--- config.mk ---
export PLATFORM = sky130hd
export DESIGN_NAME = pe_array_seq
export DESIGN_NICKNAME = d
export VERILOG_FILES = /design/src/rtl/tensor_ctrl_pkg.sv /design/src/rtl/seq_counter.sv /design/src/rtl/pe_array_seq.sv
export SDC_FILE = /design/constraint.sdc
export NUM_CORES = 1
export LEC_CHECK = 0
export BUFFER_PORTS_ARGS = -buffer_cell sky130_fd_sc_hd__buf_2
export CAP_MARGIN = 20
export CORE_UTILIZATION = 45
export CTS_BUF_LIST = sky130_fd_sc_hd__clkbuf_16
export DETAILED_ROUTE_END_ITERATION = 7
export PLACE_DENSITY = 0.76
export SYNTH_ARGS = -nofsm -noshare
export SYNTH_HDL_FRONTEND = slang
export SYNTH_SLANG_ARGS = --single-unit
--- constraint.sdc ---
create_clock -name clk -period 7.9 [get_ports clk]
set_input_delay 0.395 -clock clk [delete_from_list [all_inputs] [get_ports clk]]
set_output_delay 0.395 -clock clk [all_outputs]
set_load 0.03 [all_outputs]
--- src/rtl/tensor_ctrl_pkg.sv ---
// Shared types and helpers for the tensor-array control blocks.
// Holds the sequencer state encoding and the pipeline drain-length calculation.
package tensor_ctrl_pkg;

  localparam int K_W_DEF = 16;

  typedef enum logic [2:0] {
    ST_IDLE,
    ST_CLEAR,
    ST_LOAD_W,
    ST_STREAM,
    ST_DRAIN,
    ST_DONE
  } pe_seq_state_t;

  // Cycles from the last activation read until its result leaves the skewed array.
  function automatic int drain_len(input int array_n, input int mem_lat);
    return mem_lat + 2 * array_n - 1;
  endfunction

endpackage

--- src/rtl/seq_counter.sv ---
// Loadable down-counter that saturates at zero and flags terminal count.
// Load/clear take effect on the next edge; no backpressure.
module seq_counter
  import tensor_ctrl_pkg::*;
#(
  parameter int W = 4
) (
  input  logic         clk,
  input  logic         rst_n,
  input  logic         clr_i,
  input  logic         load_i,
  input  logic [W-1:0] load_val_i,
  input  logic         dec_i,
  output logic [W-1:0] cnt_o,
  output logic         tc_o
);

  logic [W-1:0] cnt_q, cnt_d;

  always_comb begin
    cnt_d = cnt_q;
    if (clr_i) begin
      cnt_d = '0;
    end else if (load_i) begin
      cnt_d = load_val_i;
    end else if (dec_i && (cnt_q != '0)) begin
      cnt_d = cnt_q - W'(1);
    end
  end

  always_ff @(posedge clk or negedge rst_n) begin
    if (!rst_n) begin
      cnt_q <= '0;
    end else begin
      cnt_q <= cnt_d;
    end
  end

  assign cnt_o = cnt_q;
  assign tc_o  = (cnt_q == '0);

endmodule

--- src/rtl/pe_array_seq.sv ---
// Tile sequencer for a weight-stationary ARRAY_N x ARRAY_N mac_pe array.
// One tile per accepted start; start is ignored while busy, abort returns to IDLE next edge.
module pe_array_seq
  import tensor_ctrl_pkg::*;
#(
  parameter int ARRAY_N = 4,
  parameter int K_W     = K_W_DEF,
  parameter int MEM_LAT = 1
) (
  input  logic                       clk,
  input  logic                       rst_n,
  input  logic                       start,
  input  logic [K_W-1:0]             k_len,
  input  logic                       abort,
  output logic                       busy,
  output logic                       done,
  output logic                       w_rd_en,
  output logic [$clog2(ARRAY_N)-1:0] w_rd_addr,
  output logic                       act_rd_en,
  output logic [K_W-1:0]             act_rd_addr,
  output logic                       pe_clear_acc,
  output logic                       pe_load_weight,
  output logic                       pe_enable,
  output logic                       out_valid,
  output logic [K_W-1:0]             out_idx
);

  localparam int AW        = $clog2(ARRAY_N);
  localparam int LW_LEN    = ARRAY_N + MEM_LAT;
  localparam int LW_W      = $clog2(LW_LEN + 1);
  localparam int DRAIN_LEN = drain_len(ARRAY_N, MEM_LAT);
  localparam int DW        = $clog2(DRAIN_LEN + 1);

  pe_seq_state_t  state_q, state_d;
  logic [K_W-1:0] k_len_q, k_len_d;
  logic [K_W-1:0] out_idx_q, out_idx_d;
  logic           abort_act;
  logic           lw_load, st_load, dr_load;
  logic [LW_W-1:0] lw_cnt, lw_elapsed;
  logic [K_W-1:0] st_cnt, act_idx;
  logic [DW-1:0]  dr_cnt;
  logic           lw_tc, st_tc, dr_tc;

  assign abort_act = abort && (state_q != ST_IDLE);

  always_comb begin
    state_d = state_q;
    k_len_d = k_len_q;
    lw_load = 1'b0;
    st_load = 1'b0;
    dr_load = 1'b0;
    case (state_q)
      ST_IDLE: begin
        if (start && !abort) begin
          if (k_len != '0) begin
            k_len_d = k_len;
            state_d = ST_CLEAR;
          end else begin
            state_d = ST_DONE;
          end
        end
      end
      ST_CLEAR: begin
        lw_load = 1'b1;
        state_d = ST_LOAD_W;
      end
      ST_LOAD_W: begin
        if (lw_tc) begin
          st_load = 1'b1;
          state_d = ST_STREAM;
        end
      end
      ST_STREAM: begin
        if (st_tc) begin
          dr_load = 1'b1;
          state_d = ST_DRAIN;
        end
      end
      ST_DRAIN: begin
        if (dr_tc) state_d = ST_DONE;
      end
      ST_DONE:  state_d = ST_IDLE;
      default:  state_d = ST_IDLE;
    endcase
    if (abort_act) state_d = ST_IDLE;
  end

  always_ff @(posedge clk or negedge rst_n) begin
    if (!rst_n) begin
      state_q   <= ST_IDLE;
      k_len_q   <= '0;
      out_idx_q <= '0;
    end else begin
      state_q   <= state_d;
      k_len_q   <= k_len_d;
      out_idx_q <= out_idx_d;
    end
  end

  seq_counter #(.W(LW_W)) u_lw_cnt (
    .clk        (clk),
    .rst_n      (rst_n),
    .clr_i      (abort_act),
    .load_i     (lw_load),
    .load_val_i (LW_W'(LW_LEN - 1)),
    .dec_i      (state_q == ST_LOAD_W),
    .cnt_o      (lw_cnt),
    .tc_o       (lw_tc)
  );

  seq_counter #(.W(K_W)) u_st_cnt (
    .clk        (clk),
    .rst_n      (rst_n),
    .clr_i      (abort_act),
    .load_i     (st_load),
    .load_val_i (k_len_q - K_W'(1)),
    .dec_i      (state_q == ST_STREAM),
    .cnt_o      (st_cnt),
    .tc_o       (st_tc)
  );

  seq_counter #(.W(DW)) u_dr_cnt (
    .clk        (clk),
    .rst_n      (rst_n),
    .clr_i      (abort_act),
    .load_i     (dr_load),
    .load_val_i (DW'(DRAIN_LEN - 1)),
    .dec_i      (state_q == ST_DRAIN),
    .cnt_o      (dr_cnt),
    .tc_o       (dr_tc)
  );

  // Read data returns MEM_LAT cycles after the address, so load_weight trails w_rd_en.
  assign lw_elapsed     = LW_W'(LW_LEN - 1) - lw_cnt;
  assign act_idx        = k_len_q - K_W'(1) - st_cnt;

  assign busy           = (state_q != ST_IDLE);
  assign done           = (state_q == ST_DONE);
  assign pe_clear_acc   = (state_q == ST_CLEAR);
  assign w_rd_en        = (state_q == ST_LOAD_W) && (lw_elapsed < LW_W'(ARRAY_N));
  assign w_rd_addr      = w_rd_en ? lw_elapsed[AW-1:0] : '0;
  assign pe_load_weight = (state_q == ST_LOAD_W) && (lw_elapsed >= LW_W'(MEM_LAT));
  assign act_rd_en      = (state_q == ST_STREAM);
  assign act_rd_addr    = act_rd_en ? act_idx : '0;
  assign pe_enable      = (state_q == ST_STREAM) || (state_q == ST_DRAIN);

  // Results emerge DRAIN_LEN cycles after their read: the last k_len cycles of STREAM+DRAIN.
  assign out_valid = (act_rd_en && (act_idx >= K_W'(DRAIN_LEN))) ||
                     ((state_q == ST_DRAIN) && (K_W'(dr_cnt) < k_len_q));

  always_comb begin
    out_idx_d = out_idx_q;
    if (abort_act || (state_q == ST_DONE)) begin
      out_idx_d = '0;
    end else if (out_valid) begin
      out_idx_d = out_idx_q + K_W'(1);
    end
  end

  assign out_idx = out_idx_q;

endmodule
==> key figures, run 1 <==
Pwr
  • Pwr dens: 468.4 nW/µm²
  • Power share of the clock group: 0.156
  • Sequential share of power: 0.208
  • Static leakage: 2.364 nW
  • Internal power: 1.225 mW
  • Sw frac: 0.4925
  • NetSw: 1.189 mW
  • Logic pwr share: 0.635
  • Peak supply drop: 198.6 µV

Setup path
  • CP max FO: 17
  • Setup Crit Path Kind: reg -> out
  • Worst flop-to-flop path startpoint: k_len_q[0]$_DFFE_PN0P_
  • CP required: 7510 ps
  • Setup crit end kind: primary output
  • Worst Setup SP: k_len_q[0]$_DFFE_PN0P_
  • Crit path capture: out_valid
  • Worst R2R End: out_idx[7]$_DFFE_PN0P_
  • Register-to-Register Path Depth: 16
  • Worst EP arrival: 4350 ps
  • Critical Path Source Type: flip-flop
  • R2R Setup Slk: 3620 ps

Global route
  • GR Layer Usage met1: 0.3018
  • GRT overflow: 0
  • GRT Overall Usage: 0.2257
  • Most used routing layer: met2
  • Largest net degree at the start of global routing: 59
  • Vias in the first global route: 3753
  • Met2 global-route usage: 0.3602
  • First-pass GRT wire length: 18.08 mm
  • Antenna violations before repair: 0
  • M3 GR Usage: 0.05107

Yosys
  • Seq cells post-synth: 58
  • Yosys top cell area share: 0.3256
  • Biggest area consumer among synthesized cells: dfrtp_1
  • Post-synth design cell area: 4458 µm²
  • Post-synth EDFFs: 0
  • Mapped Cells: 516
  • Synth area leaders: dfrtp_1 (33%), ha_1 (7.0%), xnor2_1 (5.9%)
  • Number of synthesis warnings: 0
  • Most frequent cells after synthesis: dfrtp_1 (58), nor2_1 (56), a21oi_1 (43), nand2_1 (38), inv_1 (34)
  • Post-synth top flop: dfrtp_1
  • Syn Area/Cell: 8.640 µm²
  • Fraction of registers with async set/reset: 1.000
  • Register area share after synthesis: 0.3256
  • Net Count, Synth: 562
  • Distinct cells, synth: 71
  • Top-count cell post-synth: dfrtp_1

Cells and area
  • Share of post-route cells with drive strength above 1: 0.1900
  • Final Non-Filler Cells: 708
  • Antenna cells: 0
  • Area delta synth->final: 15.60%
  • Fill cell count: 845
  • Final design instance area without fill: 5154 µm²
  • Nets@finish: 620

STA
  • RSZ-0062 raised after global routing: no
  • Fmax: 210.7 MHz
  • Relative slew margins: 0.3617
  • Period utilisation layout: 0.6008
  • Crit path time final: 4746 ps
  • Final Slew Violations: 0
  • Clock skew: 8.640 ps
  • Setup tns final: 0 ps
  • Worst slew pin tran: 955.1 ps
  • Final Hold Fails: 0
  • Final setup viols: 0

Clocking
  • Post-CTS sizing: 0
  • Clock latency on the worst-skew pair: 330 ps
  • CTS tree: done
  • CTS sink cnt: 58
  • CTS clk-pin slew, worst paths: 50 ps
  • Total CTS buffers: 9
  • Hold_buf cts: 0
  • # H-tree levels: 3
  • Clk root buf: clkbuf_16
  • Setup bufs post-CTS: 0
  • Clock tree buffer depth: 2

Routing
  • DRT Wirelength: 10.90 mm
  • WL per Instance: 15.40 µm
  • Initial DRC count: 267
  • Vias: 3995
  • Antenna Violating Nets Remaining: 0
  • DRC viols: 0
  • Drt first pass iters: 5
  • Vias per cell: 5.643

Placed design
  • Routability cong.: 0.8579
  • Number of I/O port buffers: 61
  • Placed wire-length estimate: 8.139 mm
  • Dpl cells: 692
  • Placed cell area: 4867 µm²

Floorplanning
  • Chip height: 101.5 µm
  • Core Region: 9415 µm²
  • # IOs: 62
  • Chip width: 101.5 µm
  • Initial Util: 0.4735
  • Rows: 35
  • Die area: 10310 µm²

Worst hold path
  • Hold Path Class: in -> async

Run
  • Max-Cap Viols: 0

Run status
  • Outcome: finished, final reports clean
==> layout make-up <==
| type | count | area [µm²] | area share |
|---|---|---|---|
| sequential | 58 | 1451 | 0.2816 |
| clock buffer | 9 | 225.2 | 0.04370 |
| inverter | 34 | 127.6 | 0.02476 |
| multi-input combinational | 409 | 2814 | 0.5460 |
| clock inverter | 7 | 61.31 | 0.01190 |
| timing repair buffer | 62 | 312.8 | 0.06069 |
| tap | 129 | 161.4 | 0.03132 |
==> metrics by stage <==
| stage | worst slack (ps) | hold slack, ps | util | total power, mW |
|---|---|---|---|---|
| 2_1_floorplan | 4151 | 99.41 | - | 1.688 |
| 3_3_place_gp | 3714 | 536.7 | 0.5169 | 1.988 |
| 3_5_place_dp | 3539 | 540.7 | 0.5169 | 2.017 |
| 4_1_cts | 3150 | 247.6 | 0.5474 | 2.406 |
| 5_1_grt | 2775 | 266.1 | 0.5474 | 2.612 |
| 6_report | 3154 | 215.2 | 0.5474 | 2.414 |
==> metal layers <==
layer  routed length (µm)  up-vias  share of wire
met2                 5030      124           0.46
met1                 5133     1890           0.47
li1                     -     1959              -
met3                  548       22          0.050
met4                  190        0          0.017
met5                    0        -              0
==> flip-flops by register name (all words and copies together) (netlist names) <==
signal / cells
k_len_q: 16
u_lw_cnt.cnt_o: 3
out_idx: 16
state_q: 3
u_st_cnt.cnt_o: 16
u_dr_cnt.cnt_o: 4
==> how the worst min path moves through the flow <==
stage / startpoint / to / slack (ps) / depth (start not counted)
after global routing: rst_n / u_lw_cnt.cnt_o[1]$_DFFE_PN0P_ / 270 / 2
after CTS: rst_n / u_lw_cnt.cnt_o[0]$_DFFE_PN0P_ / 250 / 2
after global placement: out_idx[15]$_DFFE_PN0P_ / out_idx[15]$_DFFE_PN0P_ / 540 / 2
after detailed placement: out_idx[15]$_DFFE_PN0P_ / out_idx[15]$_DFFE_PN0P_ / 540 / 2
after floorplan: rst_n / k_len_q[0]$_DFFE_PN0P_ / 100 / 0
final: rst_n / u_lw_cnt.cnt_o[1]$_DFFE_PN0P_ / 220 / 2
==> placed cells by master, fill, tap and decap left out, types with 9 or more instances in the layout <==
| master | instances |
|---|---|
| nor3_1 | 18 |
| nor4_1 | 10 |
| nand2_1 | 38 |
| o21ai_0 | 27 |
| mux2_2 | 17 |
| ha_1 | 25 |
| and2_1 | 11 |
| inv_1 | 35 |
| buf_2 | 61 |
| nor2_1 | 56 |
| a21oi_1 | 43 |
| dfrtp_1 | 58 |
| xor2_1 | 14 |
| clkbuf_16 | 9 |
| xnor2_1 | 30 |
==> critical path, cell delays in order, from the launching register on <==
cell and delay, ps:
dfrtp_1 450, inv_1 90, ha_1 200, nand3_1 180, nor3_1 320, nand3b_1 150, xnor2_1 270, ha_1 380
a21o_1 220, a21o_1 180, a221o_1 280, a31oi_1 240, xnor2_2 130, nor4_4 330, a31oi_4 300, buf_2 280
==> kinds of logic after synthesis <==
logic type	after synthesis	share of synthesized area
AOI/OAI and AO/OA	117	0.1681
xor gates and xnor gates	46	0.09515
adders and majority gates	27	0.07690
buffers and inverters	49	0.04322
DFF	58	0.3256
muxes	22	0.05417
and+or+nand+nor	197	0.2369
==> power by group through the flow <==
stage	combinational [mW]	sequential (mW)	clock [mW]
after floorplan	1.21	0.478	0
after detailed placement	1.51	0.506	0
after CTS	1.52	0.501	0.383
final	1.53	0.502	0.378
after global routing	1.70	0.518	0.397
after global placement	1.49	0.498	0
Note: power is estimated with default switching activity, not from simulation.
==> run 2, diff against run 1 <==
- ABC_AREA: default -> 1
- clock period: 7.9 -> 4.7 ns (I/O delays scaled with it)
==> run 2 against run 1 <==
Final area up 7.6%; via count rose by 20%; synthesized area up 8.7%; flip-flop and latch count did not move; clock skew fell by 2.5 ps; worst setup slack worse by 2400 ps; first-iteration DRC count up 25%; critical path type unchanged.
==> key figures, run 2 <==
Yosys
  • Net Count, Synth: 778 (was 562)
  • Post-Synth Adder-Cell Area: 0.06868 (was 0.07690)
  • Fraction of registers with async set/reset: 1.000 (unchanged)
  • Mapped Cells: 732 (was 516)
  • Yosys top cell area share: 0.2995 (was 0.3256)
  • Seq cells post-synth: 58 (unchanged)
  • Synth area leaders: dfrtp_1 (30%), nand2_1 (14%), inv_1 (7.9%) (was dfrtp_1 (33%), ha_1 (7.0%), xnor2_1 (5.9%))
  • Simple-gate share of the synthesized area: 0.3653 (was 0.2369)
  • Main combinational cell family by area after synthesis: simple AND/OR/NAND/NOR gates (unchanged)
  • XOR/XNOR Fraction of Synth Area: 0.05603 (was 0.09514)
  • Top-count cell post-synth: nand2_1 (was dfrtp_1)
  • Compound-Gate Fraction of Synth Area: 0.1077 (was 0.1681)
  • Post-synth EDFFs: 0 (unchanged)
  • Register area share after synthesis: 0.2995 (was 0.3256)
  • Post-synth design cell area: 4846 µm² (was 4458 µm²)
  • Post-synth top flop: dfrtp_1 (unchanged)
  • Number of synthesis warnings: 0 (unchanged)
  • Most frequent cells after synthesis: nand2_1 (187), inv_1 (102), nor2_1 (96), dfrtp_1 (58), nand3_1 (48) (was dfrtp_1 (58), nor2_1 (56), a21oi_1 (43), nand2_1 (38), inv_1 (34))
  • Syn Area/Cell: 6.620 µm² (was 8.640 µm²)
  • Post-synthesis mux area share: 0.004648 (was 0.05417)
  • Distinct cells, synth: 43 (was 71)
  • Biggest area consumer among synthesized cells: dfrtp_1 (unchanged)

Cells and area
  • Most frequent cells in the layout: nand2_1 (187), inv_1 (104), nor2_1 (96), buf_2 (61), dfrtp_1 (58) (was buf_2 (61), dfrtp_1 (58), nor2_1 (56), a21oi_1 (43), nand2_1 (38))
  • Most common cell after layout, fill and taps aside: nand2_1 (was buf_2)
  • Share of post-route cells with drive strength above 1: 0.1283 (was 0.1900)
  • Final design instance area without fill: 5543 µm² (was 5154 µm²)
  • Antenna cells: 0 (unchanged)
  • Area delta synth->final: 14.38% (was 15.60%)
  • Nets@finish: 837 (was 620)

Floorplanning
  • Rows: 37 (was 35)
  • Initial Util: 0.4673 (was 0.4735)
  • Chip height: 105.8 µm (was 101.5 µm)
  • Die area: 11190 µm² (was 10310 µm²)
  • Core Region: 10370 µm² (was 9415 µm²)
  • # IOs: 62 (unchanged)
  • Chip width: 105.8 µm (was 101.5 µm)

STA
  • Setup tns final: 0 ps (unchanged)
  • Fmax: 251.9 MHz
  • Worst slew pin tran: 997.9 ps (was 955.1 ps)
  • Clock skew: 6.177 ps (was 8.640 ps)
  • Final setup viols: 0 (unchanged)
  • Period utilisation layout: 0.8446
  • Final worst setup slack: 730.4 ps (was 3154 ps)
  • Final Slew Violations: 0 (unchanged)
  • Worst hold margin: 49.60 ps (was 215.2 ps)
  • Crit path time final: 3970 ps
  • RSZ-0062 raised after global routing: no (unchanged)
  • Relative slew margins: 0.3328 (was 0.3617)
  • Final Hold Fails: 0 (unchanged)

Global route
  • Largest net degree at the start of global routing: 59 (unchanged)
  • GRT overflow: 0 (unchanged)
  • Vias in the first global route: 4396 (was 3753)
  • Antenna violations before repair: 0 (unchanged)
  • First-pass GRT wire length: 20.14 mm (was 18.08 mm)
  • GRT Overall Usage: 0.2239 (was 0.2257)

Run status
  • Outcome: finished, final reports clean (unchanged)

Routing
  • DRT Wirelength: 11.85 mm (was 10.90 mm)
  • Routed wl met2: 5.441 mm (was 5.030 mm)
  • Drt first pass iters: 5 (unchanged)
  • DR top layer: met4 (unchanged)
  • DRT met1 WL: 5.745 mm (was 5.133 mm)
  • Initial DRC count: 333 (was 267)
  • Wire length on met3: 533 µm (was 548 µm)
  • Antenna Violating Nets Remaining: 0 (unchanged)
  • WL per Instance: 12.73 µm (was 15.40 µm)
  • Vias: 4811 (was 3995)
  • Vias per cell: 5.168 (was 5.643)
  • DRC viols: 0 (unchanged)

Setup path
  • Worst flop-to-flop path startpoint: k_len_q[0]$_DFFE_PN0P_ (unchanged)
  • R2R Setup Slk: 1220 ps (was 3620 ps)
  • Setup crit end kind: primary output (unchanged)
  • CP max stage delay: 410 ps (was 450 ps)
  • Critical Path Source Type: flip-flop (unchanged)
  • Crit path max-delay family: simple AND/OR/NAND/NOR gates (was compound AO/OA/AOI/OAI gates)
  • Worst R2R End: out_idx[15]$_DFFE_PN0P_ (was out_idx[7]$_DFFE_PN0P_)
  • Worst EP arrival: 3730 ps (was 4350 ps)
  • Critical path's most frequent cell: nand2_1
  • Setup Crit Path Kind: reg -> out (unchanged)
  • CP max FO: 18 (was 17)
  • CP required: 4470 ps (was 7510 ps)
  • CP Buf/Inv Count: 3 (was 2)
  • CP Cell Sequence: inv_1 -> ha_1 -> nand2_1 -> nor2_1 -> nand2_1 -> xor2_1 -> inv_1 -> ha_1 -> a21oi_1 -> o21ai_0 -> a21oi_1 -> nand2_1 -> nand2_1 -> nand2_1 -> nor2_1 -> nand3_2 -> nand2_4 -> nand2_1 -> buf_2 (was inv_1 -> ha_1 -> nand3_1 -> nor3_1 -> nand3b_1 -> xnor2_1 -> ha_1 -> a21o_1 -> a21o_1 -> a221o_1 -> a31oi_1 -> xnor2_2 -> nor4_4 -> a31oi_4 -> buf_2)
  • CP max stage cell: dfrtp_1 (unchanged)
  • Register-to-Register Path Depth: 20 (was 16)

Clocking
  • CTS sink cnt: 58 (unchanged)
  • CTS tree: done (unchanged)
  • Clk root buf: clkbuf_16 (unchanged)
  • # H-tree levels: 3 (unchanged)
  • Post-CTS sizing: 0 (unchanged)
  • Clock latency on the worst-skew pair: 330 ps (about the same)
  • Setup bufs post-CTS: 0 (unchanged)
  • Clock tree buffer depth: 2 (unchanged)
  • Total CTS buffers: 9 (unchanged)
  • CTS clk-pin slew, worst paths: 50 ps (about the same)
  • Hold_buf cts: 0 (unchanged)

Pwr
  • Total Power: 4.211 mW (was 2.414 mW)
  • Pwr dens: 759.7 nW/µm² (was 468.4 nW/µm²)
  • Static leakage: 2.970 nW (was 2.364 nW)
  • Peak supply drop: 432.4 µV (was 198.6 µV)

Worst hold path
  • Hold Path Class: in -> async (unchanged)

Placed design
  • Placed cell area: 5266 µm² (was 4867 µm²)
  • Routability cong.: 0.8715 (was 0.8579)
  • Placed wire-length estimate: 9.112 mm (was 8.139 mm)
  • Worst slack at placement: 1117 ps (was 3539 ps)
  • Number of I/O port buffers: 61 (unchanged)

Run
  • Max-Cap Viols: 0 (unchanged)
## run 2: cell count changes after synthesis, moves of 12 or more
cell / delta
a21oi_1: -12
inv_1: +68
mux2_2: -15
nand2_1: +149
nand3_1: +40
nand4_1: +20
nor2_1: +40
o22ai_1: +15
xnor2_1: -23
## run 2: worst max path at each step
stage                      startpoint  cells past startpoint                       to
2_1_floorplan  k_len_q[0]$_DFFE_PN0P_                     22  out_idx[14]$_DFFE_PN0P_
3_5_place_dp   k_len_q[0]$_DFFE_PN0P_                     21                out_valid
3_3_place_gp   k_len_q[0]$_DFFE_PN0P_                     18                out_valid
6_report       k_len_q[0]$_DFFE_PN0P_                     19                out_valid
4_1_cts        k_len_q[0]$_DFFE_PN0P_                     21                out_valid
5_1_grt        k_len_q[0]$_DFFE_PN0P_                     21                out_valid
## run 2: through the flow
| step | instances | utilization |
|---|---|---|
| global route | 931 | 0.5345 |
| floorplan | 732 | - |
| detailed placement | 916 | 0.5078 |
| CTS | 931 | 0.5345 |
| global placement | 916 | 0.5078 |
| finish | 931 | 0.5345 |
## run 2: cell families after synthesis
| family | after synthesis |
|---|---|
| mux | 2 |
| buf+inv | 122 |
| compound gates | 92 |
| flops | 58 |
| fa+ha+maj | 26 |
| simple gates | 401 |
| xor+xnor | 31 |
## run 2: report_power, final
group,internal [mW],total (mW),switching [mW]
sequential,0.674,0.854,0.180
combinational,0.906,2.75,1.84
clock,0.398,0.610,0.212
total,1.98,4.21,2.23
## run 2: layer usage
| layer | vias to the layer above | GRT usage |
|---|---|---|
| li1 | 2504 | - |
| met1 | 2169 | 0.3038 |
| met2 | 124 | 0.3688 |
| met3 | 14 | 0.02907 |
| met4 | 0 | 0.07143 |
| met5 | - | 0 |
## run 2: final cells by class
cell class	count	area, µm²
clock buffer	9	225.2
clock inverter	6	51.30
fill	1051	4827
inverter	106	397.9
multi-input combinational	552	2919
sequential	58	1451
tap	136	170.2
timing repair buffer	64	327.8
==> run 3, diff against run 2 <==
- ABC_AREA: 1 -> 0
- clock period: 4.7 -> 3.76 ns (I/O delays scaled with it)
==> run 3 against run 2 <==
Worst setup slack got worse by 800 ps; non-clock buffer count increased by 48; routed wire length increased by 7.4%; final area increased by 7.0%; count of clock-buffer cells in the layout unchanged; clock skew about the same; largest cell class unchanged; die area shrank 7.9%; via count fell by 9.9%; highest routed layer unchanged; the flow now finishes with violations (negative setup slack); sequential share of layout area shrank 1.7 points; flip-flop and latch count did not move; total power increased by 51%.
==> key figures, run 3 (synthesis gave the netlist of run 1 again) <==
Run status
  • Outcome: finished with violations (was finished, final reports clean)
  • Failing checks: negative setup slack

Global route
  • Antenna violations before repair: 0 (unchanged)
  • GRT Overall Usage: 0.2463 (was 0.2239)
  • GRT overflow: 0 (unchanged)
  • First-pass GRT wire length: 19.62 mm (was 20.14 mm)
  • Largest net degree at the start of global routing: 35 (was 59)
  • Vias in the first global route: 4098 (was 4396)

Routing
  • Initial DRC count: 352 (was 333)
  • WL per Instance: 16.78 µm (was 12.73 µm)
  • Drt first pass iters: 5 (unchanged)
  • Vias per cell: 5.720 (was 5.168)
  • Vias: 4336 (was 4811)
  • DRC viols: 0 (unchanged)
  • Antenna Violating Nets Remaining: 0 (unchanged)
  • DRT Wirelength: 12.72 mm (was 11.85 mm)

Cells and area
  • Final design instance area without fill: 5931 µm² (was 5543 µm²)
  • Nets@finish: 670 (was 837)
  • Share of post-route cells with drive strength above 1: 0.3243 (was 0.1283)
  • Most frequent cells in the layout: buf_2 (57), dfrtp_1 (57), nor2_1 (51), buf_4 (45), a21oi_1 (37) (was nand2_1 (187), inv_1 (104), nor2_1 (96), buf_2 (61), dfrtp_1 (58))
  • Antenna cells: 0 (unchanged)
  • Area delta synth->final: 33.03% (was 14.38%)
  • Area of the multi-input gates: 3136 µm² (was 2919 µm²)
  • Fill cell count: 753 (was 1051)
  • Register area: 1453 µm² (was 1451 µm²)

Clocking
  • Clock tree buffer depth: 2 (unchanged)
  • Clk root buf: clkbuf_16 (unchanged)
  • CTS tree: done (unchanged)
  • CTS clk-pin slew, worst paths: 60 ps (was 50 ps)
  • # H-tree levels: 3 (unchanged)
  • Total CTS buffers: 9 (unchanged)
  • CTS sink cnt: 58 (unchanged)
  • Clock latency on the worst-skew pair: 330 ps (about the same)

Floorplanning
  • Chip width: 101.5 µm (was 105.8 µm)
  • Initial Util: 0.4735 (was 0.4673)
  • Chip height: 101.5 µm (was 105.8 µm)
  • # IOs: 62 (unchanged)
  • Rows: 35 (was 37)
  • Die area: 10310 µm² (was 11190 µm²)
  • Core Region: 9415 µm² (was 10370 µm²)

Run
  • Max-Cap Viols: 0 (unchanged)

STA
  • Period utilisation layout: 1.018
  • Final Slew Violations: 0 (unchanged)
  • Final Hold Fails: 0 (unchanged)
  • Final worst setup slack: -68.01 ps (was 730.4 ps)
  • Worst slew pin tran: 989.0 ps (was 997.9 ps)
  • Crit path time final: 3828 ps
  • RSZ-0062 raised after global routing: yes (was no)
  • Final setup viols: 1 (was 0)
  • Relative slew margins: 0.3391 (was 0.3328)
  • Fmax: 261.2 MHz
  • Clock skew: 6.291 ps (was 6.177 ps)

Setup path
  • Worst EP arrival: 3640 ps (was 3730 ps)
  • Setup Crit Path Kind: reg -> out (unchanged)
  • Critical Path Source Type: flip-flop (unchanged)
  • Setup crit end kind: primary output (unchanged)
  • Worst Setup SP: k_len_q[0]$_DFFE_PN0P_ (unchanged)
  • R2R Setup Slk: 0 ps (was 1220 ps)
  • CP required: 3570 ps (was 4470 ps)
  • CP max FO: 4 (was 18)
  • Worst flop-to-flop path startpoint: k_len_q[0]$_DFFE_PN0P_ (unchanged)

Worst hold path
  • Hold Path Class: in -> reg (was in -> async)
  • Hold Path Origin: k_len[9]

Placed design
  • Placed wire-length estimate: 8.705 mm (was 9.112 mm)
  • Placed cell area: 5085 µm² (was 5266 µm²)
  • Worst slack at placement: -126.2 ps (was 1117 ps)
  • Number of I/O port buffers: 61 (unchanged)
  • Routability cong.: 0.9322 (was 0.8715)

Pwr
  • Static leakage: 2.695 nW (was 2.970 nW)
  • Total Power: 6.343 mW (was 4.211 mW)
  • Peak supply drop: 478.3 µV (was 432.4 µV)
  • Pwr dens: 1070 nW/µm² (was 759.7 nW/µm²)
run 3: critical path, cell delays in order (launching register included):
cell and delay [ps]:
dfrtp_1 430, nor4_4 290, buf_4 190, buf_12 110
nand3b_4 90, nor3_4 210, xor2_2 240, ha_4 250
buf_6 120, buf_4 140, a311oi_1 210, inv_1 80
a211oi_2 190, or3_1 170, and4_4 290, a31oi_4 120
buf_6 170
run 3: worst paths after layout:
kind                                                       to  cells past startpoint
worst max-delay path                                out_valid                     16
worst min-delay path                   k_len_q[9]$_DFFE_PN0P_                      2
worst max register to register         out_idx[7]$_DFFE_PN0P_                     18
worst min register to register         out_idx[9]$_DFFE_PN0P_                      3
max in group asynchronous              k_len_q[2]$_DFFE_PN0P_                      3
min in group asynchronous       u_lw_cnt.cnt_o[0]$_DFFE_PN0P_                      2
run 3: stage by stage:
stage          std cells  setup TNS (ps)  hold slack [ps]  utilization
2_1_floorplan        516               0           -107.6            -
3_3_place_gp         721          -99.65            212.1       0.5401
3_5_place_dp         721           -1072            224.3       0.5401
4_1_cts              750               0            99.12       0.6009
5_1_grt              758           -2811            96.34       0.6299
6_report             758          -68.01            99.62       0.6299
run 3: final cells by class:
type	instances	area share
Clock inverter	7	0.01287
Sequential cell	58	0.2449
Tap cell	129	0.02722
Multi-Input combinational cell	409	0.5287
Inverter	34	0.02152
Timing Repair Buffer	112	0.1268
Clock buffer	9	0.03797
run 3: repair_timing:
item,4_1_cts,5_1_grt
resized for setup,35,41
buffers inserted,12,8
hold buffers,1,0
pin swaps,14,27
endpoints found under the setup margin,18,22
hold endpoints to repair,24,0
run 3: power by group:
| group | switching [mW] | leakage (nW) | internal [mW] |
|---|---|---|---|
| Sequential | 0.216 | 0.758 | 0.813 |
| Combinational | 2.49 | 1.79 | 1.99 |
| Clock | 0.319 | 0.144 | 0.518 |
| Total | 3.02 | 2.70 | 3.32 |
run 3: layer usage:
metal,part of all wire,GRT usage,vias up
li1,-,-,2065
met1,0.42,0.3122,2040
met2,0.48,0.4080,188
met3,0.059,0.04969,43
met4,0.039,0.1059,0
met5,0,0,-
